--- src/rtl/rock_drive.sv ---
// rock_drive: pendulum-style rocking motor driver.
// Prescaled swing timer with apex-sampled frequency/amplitude commands and 4-bit PWM.
module rock_drive #(
   parameter int PRESCALE = 1000,
   parameter int HP_INIT  = 100,
   parameter int HP_MIN   = 20,
   parameter int HP_MAX   = 200,
   parameter int HP_STEP  = 10,
   parameter int AMP_INIT = 12
) (
   input  logic       clk,
   input  logic       reset,
   input  logic       start,
   input  logic       Fplus,
   input  logic       Fmin,
   input  logic       Amin,
   output logic       motorDir,
   output logic       motorPwm,
   output logic       apex,
   output logic       Flow,
   output logic [7:0] halfPeriod,
   output logic [3:0] amp
);

   localparam int PW = (PRESCALE > 1) ? $clog2(PRESCALE) : 1;
   localparam logic [PW-1:0] PS_LAST = PW'(PRESCALE - 1);
   localparam logic [8:0] HP_MIN9  = 9'(HP_MIN);
   localparam logic [8:0] HP_MAX9  = 9'(HP_MAX);
   localparam logic [8:0] HP_STEP9 = 9'(HP_STEP);
   localparam logic [7:0] HP_MIN8  = 8'(HP_MIN);
   localparam logic [7:0] HP_MAX8  = 8'(HP_MAX);
   localparam logic [7:0] HP_STEP8 = 8'(HP_STEP);
   localparam logic [7:0] HP_INIT8 = 8'(HP_INIT);
   localparam logic [3:0] AMP_INIT4 = 4'(AMP_INIT);

   logic [PW-1:0] presc_q, presc_d;
   logic [7:0]    swing_q, swing_d;
   logic [7:0]    hp_q, hp_d;
   logic [3:0]    amp_q, amp_d;
   logic [3:0]    pwm_q, pwm_d;
   logic          dir_q, dir_d;
   logic          apex_q, apex_d;

   logic          tick;
   logic          apex_edge;
   logic [8:0]    hp_wide;
   logic [7:0]    hp_up;
   logic [7:0]    hp_dn;

   // Tick from the prescaler; apex edge on the last tick of a half-swing.
   always_comb begin
      tick      = (presc_q == PS_LAST);
      apex_edge = tick && (swing_q == hp_q - 8'd1);
   end

   // Saturating half-period candidates; compares done 9 bits wide so they never wrap.
   always_comb begin
      hp_wide = {1'b0, hp_q};
      hp_up   = (hp_wide + HP_STEP9 > HP_MAX9) ? HP_MAX8 : hp_q + HP_STEP8;
      hp_dn   = (hp_wide < HP_MIN9 + HP_STEP9) ? HP_MIN8 : hp_q - HP_STEP8;
   end

   // Next-state logic: counters, apex commands, then start override on top.
   always_comb begin
      presc_d = tick ? '0 : presc_q + 1'b1;
      swing_d = swing_q;
      hp_d    = hp_q;
      amp_d   = amp_q;
      dir_d   = dir_q;
      apex_d  = 1'b0;
      pwm_d   = pwm_q + 4'd1;

      if (tick) begin
         swing_d = apex_edge ? 8'd0 : swing_q + 8'd1;
      end

      if (apex_edge) begin
         dir_d  = ~dir_q;
         apex_d = 1'b1;
         case ({Fplus, Fmin})
            2'b10:   hp_d = hp_dn;
            2'b01:   hp_d = hp_up;
            default: hp_d = hp_q;
         endcase
         if (Amin && (amp_q != 4'd0)) begin
            amp_d = amp_q - 4'd1;
         end
      end

      if (start) begin
         presc_d = '0;
         swing_d = 8'd0;
         hp_d    = hp_q;
         amp_d   = AMP_INIT4;
         dir_d   = 1'b0;
         apex_d  = 1'b0;
      end
   end

   // State registers with asynchronous active-low reset.
   always_ff @(posedge clk or negedge reset) begin
      if (!reset) begin
         presc_q <= '0;
         swing_q <= 8'd0;
         hp_q    <= HP_INIT8;
         amp_q   <= 4'd0;
         pwm_q   <= 4'd0;
         dir_q   <= 1'b0;
         apex_q  <= 1'b0;
      end else begin
         presc_q <= presc_d;
         swing_q <= swing_d;
         hp_q    <= hp_d;
         amp_q   <= amp_d;
         pwm_q   <= pwm_d;
         dir_q   <= dir_d;
         apex_q  <= apex_d;
      end
   end

   assign motorDir   = dir_q;
   assign apex       = apex_q;
   assign halfPeriod = hp_q;
   assign amp        = amp_q;
   assign Flow       = (amp_q != 4'd0);
   assign motorPwm   = (pwm_q < amp_q);

endmodule

--- config.mk ---
export PLATFORM = sky130hd
export DESIGN_NAME = rock_drive
export DESIGN_NICKNAME = d
export VERILOG_FILES = /design/src/rtl/rock_drive.sv
export SDC_FILE = /design/constraint.sdc
export NUM_CORES = 1
export LEC_CHECK = 0
export CORE_MARGIN = 10
export CORE_UTILIZATION = 30
export DETAILED_ROUTE_END_ITERATION = 10
export REMOVE_ABC_BUFFERS = 1
export SYNTH_ARGS = -nofsm -noshare
export SYNTH_HDL_FRONTEND = slang
export SYNTH_SLANG_ARGS = --single-unit
--- constraint.sdc ---
create_clock -name clk -period 3 [get_ports clk]
set_input_delay 0.45 -clock clk [delete_from_list [all_inputs] [get_ports clk]]
set_output_delay 0.45 -clock clk [all_outputs]
set_load 0.02 [all_outputs]
After elaboration in Yosys (flattened, before gate mapping)
Cells that the tools add are included.

Bits in latches: 0. Word-level logic and storage cells: 48. Memories kept: 0. ROM bits: 0. Bits in writable memories: 0. Output and inout bits: 16. Bits of input ports: 6. Register bits after elaboration: 36.

Muxes and demuxes: 15. Bitwise operators: 2. Order comparisons: 3. Equality and inequality tests: 4. Add/sub/neg operators: 8. Reductions and logical operators: 9. $mul: 0. Shift-type cells: 0. Divide/modulo/power cells: 0.

Operator list (count): $mux 8 (5); $mux 10 (2); $pmux 8 s2 (1); $mux 4 (3); $add 10x1->10 const B (1); $eq 10x10->1 const B (1); $add 8x4->9 const B (1); $gt 9x8->1 const B (1); $add 8x1->8 const B (1); $add 8x4->8 const B (1); $eq 8x8->1 (1); $lt 8x5->1 const B (1); $reduce_bool 2->1 (4); $sub 8x1->8 const B (1); $sub 8x4->8 const B (1); $add 4x1->4 const B (1); $lt 4x4->1 (1); $mux 1 (4); $reduce_bool 4->1 (1); $sub 4x1->4 const B (1); $reduce_and 3->1 (1); $eq 2x1->1 const B (1); $eq 2x2->1 const B (1); $logic_and 1x1->1 (2); 2 further kinds (3).

Logic depth before layout (Yosys ltp)
Gate-level depths: netlist of the first run.

Word-level depth: 6. Depth in mapped cells: 11. Mapped depth without buffers: 8.

Worst setup path after synthesis of the first run
Ideal clock, no wire load.

Path kind: reg2reg. From: reg hp_q[2], in the netlist halfPeriod[2]. To: reg amp_q[0], in the netlist amp[0]. Required time: 2.875 ns. Setup slack: 0.452 ns. Path buffers: 2. Period minus slack after synthesis: 2.548 ns. Data arrival time: 2.423 ns. Library setup time: 0.125 ns. Stages on the path, launching flop included: 11. Cells stage by stage: dfstp_2 > buf_2 > inv_1 > ha_1 > xor2_1 > nand3_2 > a211oi_1 > and3_1 > buf_4 > nand3_4 > mux2_4.

Cells in the longest elaborated chain, start to end: 5.

RTL lines: start: declaration (line 38) `logic [7:0] hp_q, hp_d;`; start signal: assignment (line 113) `hp_q <= hp_d;`; $sub 8x1->8 (line 53) `apex_edge = tick && (swing_q == hp_q - 8'd1);`; $eq 8x8->1 (line 53); $logic_and 1x1->1 (line 53); $reduce_bool 2->1 (no line); $reduce_and 2->1 (no line); end signal: assignment (line 114) `amp_q <= amp_d;`; end: declaration (line 39) `logic [3:0] amp_q, amp_d;`.

No other way between the ends. A chain may end at the register's enable or synchronous reset.

Worst setup path in the final report of the first run
Same ends and word-level chain as after synthesis.

==> results of run 1 <==
routing by layer:
metal	GRT usage	vias up
li1	-	1006
met1	0.127	1025
met2	0.139	63
met3	0.0304	8
met4	0.0262	0
met5	0	-
cell usage after synthesis (2+ instances only):
cell	instances	area share
and4_1	4	0.014
nor2_1	32	0.047
buf_2	3	0.0059
buf_6	2	0.0089
dfstp_2	3	0.031
nand3_1	16	0.032
o21ai_0	9	0.018
nand2_1	12	0.018
xor2_1	14	0.048
buf_4	6	0.018
ha_1	11	0.054
xnor2_1	13	0.045
a2bb2oi_1	2	0.0069
nor3_1	8	0.016
o31ai_1	3	0.0089
a31oi_1	2	0.0049
o22a_1	2	0.0069
nand4_1	7	0.017
inv_1	16	0.024
o22ai_1	3	0.0074
o21ai_1	2	0.0039
a21oi_1	14	0.028
dfrtp_1	32	0.32
a41oi_1	2	0.0069
and3_1	2	0.0049
nor2b_1	2	0.0049
clkbuf_8	4	0.022
nand2b_1	2	0.0049
or3_1	5	0.012
a221oi_1	2	0.0069
nand3b_1	2	0.0059
kinds of logic (layout without fill, tap and decap cells):
group / after synthesis / count (layout) / synth area share
AOI/OAI and AO/OA: 59 / 59 / 0.177
xor gates and xnor gates: 27 / 27 / 0.0931
adders and majority gates: 11 / 11 / 0.0542
buffers and inverters: 32 / 47 / 0.0793
DFF: 35 / 35 / 0.346
muxes: 2 / 2 / 0.00985
other: 1 / 1 / 0.00148
and+or+nand+nor: 106 / 106 / 0.238
where the power goes:
part | internal, uW | switching (uW)
combinational | 16.5 | 30.1
clock | 243 | 175
sequential | 475 | 2.75
total | 734 | 208
metrics by stage:
stage	hold WS [ps]	instance area, um2
6_report	465	2870
3_5_place_dp	456	2760
3_3_place_gp	454	2760
2_1_floorplan	154	2400
5_1_grt	496	2870
4_1_cts	469	2870
sequential cells by signal, summed over array words and instances, names as in the netlist:
name and flops:
amp 4, apex 1, halfPeriod 7, motorDir 1, presc_q 10, pwm_q 4
swing_q 8
final timing paths:
path	from	end	slack, ps	depth (start not counted)
worst max-delay path	halfPeriod[2]	amp[0]	260	8
worst max register to register	halfPeriod[2]	amp[0]	260	8
worst min-delay path	presc_q[0]	presc_q[0]	470	1
max in group asynchronous	reset	halfPeriod[5]	2060	2
min in group asynchronous	reset	presc_q[4]	570	2
worst min register to register	presc_q[0]	presc_q[0]	470	1
cell type report:
type / instances / area, um2
clock inverter: 2 / 37.5
timing repair buffer: 24 / 230
inverter: 16 / 60.1
clock buffer: 5 / 68.8
sequential: 35 / 880
fill: 850 / 5350
tap: 105 / 131
multi-input combinational: 206 / 1460
==> out/metrics.yaml, run 1 <==
drt-initial-drc-count: 108
p_per_area_mw_per_mm2: 329
yosys_warnings: 0
areaGrowthSynthToFinish_pct: 12.9
path_max_fanout: 14
syn_area_mm2: 0.00254
grt.overflow.total: 0
cts.sinks: 35
dp_cells: 386
grt_pass1_wl_um: 10200
rsz0062_at_grt: "no"
syn_area_per_cell_um2: 9.30
status: "finished clean"
hold_viol: 0
drt-pass1-iter-count: 5
setup_viol: 0
ios: 22
postCtsResizedCells: 0
antennaDiodeCount: 0
numPortBuffers: 20
cp.required_ps: 3180
wirelength_um: 5810
drv_slew: 0
routedWlPerCell_um: 14.8
dp_hpwl_um: 4150
die-area_mm2: 0.0125
final_core_util: 0.349
die_w_um: 112
syn-instance-count: 273
cts_tree: "done"
vdd_drop_max_mv: 0.211
min_path_type: "flip-flop to flip-flop"
async_flop_share: 1.00
final_antenna_net_count: 0
path_buf_inv: 1
final.setup_skew_ps: 8.19
path_class: "flip-flop to flip-flop"
start_util: 0.309
clkLatencyLatePin_ps: 290
worst_slack_ps: 256
cp.arrival_ps: 2920
clk_path_buf_depth: 2
grt_use_total: 0.0938
synth_edf_count: 0
h-tree-depth: 2
core_area_mm2: 0.00822
gp_congestion: 0.862
slowest_delay_ps: 690
ys_ff_latch: 35
final_cell_mix: "32 x nor2_1, 32 x dfrtp_1, 20 x clkdlybuf4s50_1, 16 x inv_1, 16 x nand3_1"
p_leak_uw: 0.00117
max_cap_violations: 0
finalCritPeriodShare: 0.915
fin_nets: 305
drt-met1-wl_um: 2770
numCtsBuffers: 5
grt_pass1_vias: 2086
die_y_um: 112
slowest_stage: "dfstp_2"
maxUsedRoutingLayer: "met4"
finalPower_uw: 942
routed_via_density: 5.35
vias: 2102
cts_hold_buf: 0
startpoint_type: "flip-flop"
max_freq_mhz: 364
seq_area_frac_synth: 0.346
slew_headroom: 0.509
crit_family: "flip-flops"
cts.clk_slew.worst_paths_ps: 80
wl_met3_um: 381
post_cts_buffers: 0
num_rows: 33
grt_max_degree: 36
end_kind: "flip-flop"
post-route-drc-count: 0
met2_length_um: 2600
ys_types: 67
drive_gt1_frac: 0.104
stdcell_count: 393
tns_ps: 0
clockRootBuffer: "clkbuf_8"
antenna_found_initial: 0
max_slew.worst_pin.slew_ps: 733
path_cells: "inv_1 > ha_1 > xor2_1 > nand3_2 > a211oi_1 > and3_1 > nand3_4 > mux2_4"
synthFlopType: "dfrtp_1"
post-place-ws_ps: 293
min_period_ps: 2740
Note: power is estimated with default switching activity, not from simulation.
==> inputs of run 2 (changes only) <==
Clock period 3 ns to 3.15 ns, I/O delays scaled along.
==> run 2 against run 1 <==
Compared with the run above: count of clock-buffer cells in the layout increased by 1; clock power fell by 14%; critical endpoint unchanged; sequential cell count stayed put; highest routed layer unchanged.
==> out/metrics.yaml, run 2 (synthesized netlist as in run 1, its figures left out) <==
status: "finished clean"
numPortBuffers: 20  # unchanged
final_cell_mix: "32 x nor2_1, 32 x dfrtp_1, 20 x clkdlybuf4s50_1, 16 x inv_1, 16 x nand3_1"
max_slew.worst_pin.slew_ps: 738  # +5.14 ps
r2r_start: "halfPeriod[2]"
postCtsResizedCells: 0  # unchanged
clk_path_buf_depth: 2  # unchanged
hold_viol: 0  # unchanged
max_cap_violations: 0  # unchanged
post_cts_buffers: 0  # unchanged
fin_nets: 304  # -0.33%
rsz0062_at_grt: "no"
routed_via_density: 5.08  # -5.0%
routedWlPerCell_um: 14.5  # -2.2%
drt-initial-drc-count: 73  # -32%
grt_pass1_vias: 2108  # +1.1%
antenna_found_initial: 0  # unchanged
wirelength_um: 5690  # -2.2%
clockRootBuffer: "clkbuf_8"
die_w_um: 112  # unchanged
numCtsBuffers: 5  # unchanged
drive_gt1_frac: 0.104  # unchanged
tns_ps: 0  # unchanged
cp.required_ps: 3330  # +150 ps
r2r-end: "amp[0]"
dp_hpwl_um: 4090  # -1.4%
setup_viol: 0  # unchanged
clockPowerShare: 0.418  # -0.025
startpoint: "halfPeriod[2]"
min_path_type: "flip-flop to flip-flop"
p_per_area_mw_per_mm2: 301  # -8.5%
whs_path_depth: 1  # unchanged
grt_pass1_wl_um: 10100  # -1.0%
final_antenna_net_count: 0  # unchanged
fin_hold_ws_ps: 471  # +5.44 ps
r2r_cells: 8  # unchanged
r2r_slack_ps: 470  # +210 ps
vdd_drop_max_mv: 0.185  # -12%
pwr-share-comb: 0.051  # about the same
die-area_mm2: 0.0125  # unchanged
cp.arrival_ps: 2860  # -60 ps
swShare: 0.246  # +0.0257
path_class: "flip-flop to flip-flop"
start_util: 0.309  # unchanged
antennaDiodeCount: 0  # unchanged
placed_area_mm2: 0.00275  # -0.27%
ios: 22  # unchanged
top_register: "presc_q"
cts.clk_slew.worst_paths_ps: 80  # about the same
min_period_ps: 2680  # -62.7 ps
grt_max_degree: 36  # unchanged
clkLatencyLatePin_ps: 290  # about the same
drv_slew: 0  # unchanged
seqPwrFrac: 0.530  # +0.023
post-route-drc-count: 0  # unchanged
grt.overflow.total: 0  # unchanged
cts_hold_buf: 0  # unchanged
vias: 1997  # -5.0%
drt-pass1-iter-count: 4  # -1
finalCritPeriodShare: 0.851  # -0.0635
finalInstanceArea_mm2: 0.00285  # -0.52%
path_max_fanout: 14  # unchanged
grt_use_total: 0.0919  # -0.00189
power.net_switching_uw: 211  # +1.6%
slew_headroom: 0.508  # about the same
largest_reg_flops: 10  # unchanged
cts_tree: "done"
startpoint_type: "flip-flop"
end_kind: "flip-flop"
endpoint: "amp[0]"
max_freq_mhz: 373  # +2.3%
internal_power_uw: 646  # -12%
p_leak_uw: 0.00117  # -0.59%
core_area_mm2: 0.00822  # unchanged
die_y_um: 112  # unchanged
h-tree-depth: 2  # unchanged
gp_congestion: 0.817  # -5.2%
areaGrowthSynthToFinish_pct: 12.3
final.setup_skew_ps: 10.9  # +2.70 ps
num_rows: 33  # unchanged
cts.sinks: 35  # unchanged
==> run 2: cell types whose count changed in the layout (fill, tap and decap cells not counted), sizes merged <==
| cell | change |
|---|---|
| clkinv | +1 |
| buf | -1 |
| clkbuf | +1 |
| bufinv | -1 |
==> run 2: stage by stage <==
stage / total power [uW] / instances / utilization / setup WS [ps]
after global routing: 900 / 393 / 0.347 / 246
after CTS: 870 / 393 / 0.347 / 462
after detailed placement: 509 / 385 / 0.335 / 461
final: 858 / 393 / 0.347 / 468
after global placement: 508 / 385 / 0.335 / 555
after floorplan: 482 / 257 / - / 628
==> run 2: final cells by class <==
class / instances / area, um2
sequential: 35 / 880
inverter: 16 / 60.1
clock inverter: 2 / 16.3
tap: 105 / 131
clock buffer: 6 / 82.6
timing repair buffer: 23 / 223
fill: 839 / 5370
multi-input combinational: 206 / 1460
==> run 2: critical path, stage by stage, from the launching register on <==
cell and delay (ps):
dfstp_2 690, inv_1 120, ha_1 370, xor2_1 180, nand3_2 130, a211oi_1 270, and3_1 410, nand3_4 110
mux2_4 300
==> run 2: how the worst min path moves through the flow <==
stage / startpoint / to / slack (ps)
2_1_floorplan: reset / amp[0] / 180
3_3_place_gp: presc_q[0] / presc_q[0] / 450
3_5_place_dp: presc_q[0] / presc_q[0] / 470
4_1_cts: presc_q[0] / presc_q[0] / 480
5_1_grt: presc_q[0] / presc_q[0] / 490
6_report: presc_q[0] / presc_q[0] / 470
==> run 2: power groups by stage <==
stage	Sequential, uW	Clock, uW	Combinational, uW
after floorplan	463	0	19.3
after global placement	464	0	44.5
after detailed placement	464	0	45.3
after CTS	455	369	45.4
after global routing	456	394	50.6
final	455	359	44.1
==> run 2: per-layer routing <==
layer | GRT usage | wire length [um] | up-vias
li1 | - | - | 1010
met1 | 0.120 | 2770 | 937
met2 | 0.144 | 2540 | 45
met3 | 0.0288 | 348 | 5
met4 | 0.0245 | 34 | 0
met5 | 0 | 0 | -
==> inputs of run 3 (changes only) <==
Settings changed: CAP_MARGIN set to 5.
==> results of run 3 <==
No change in the layout: final DEF, timing and power equal those of run 2.
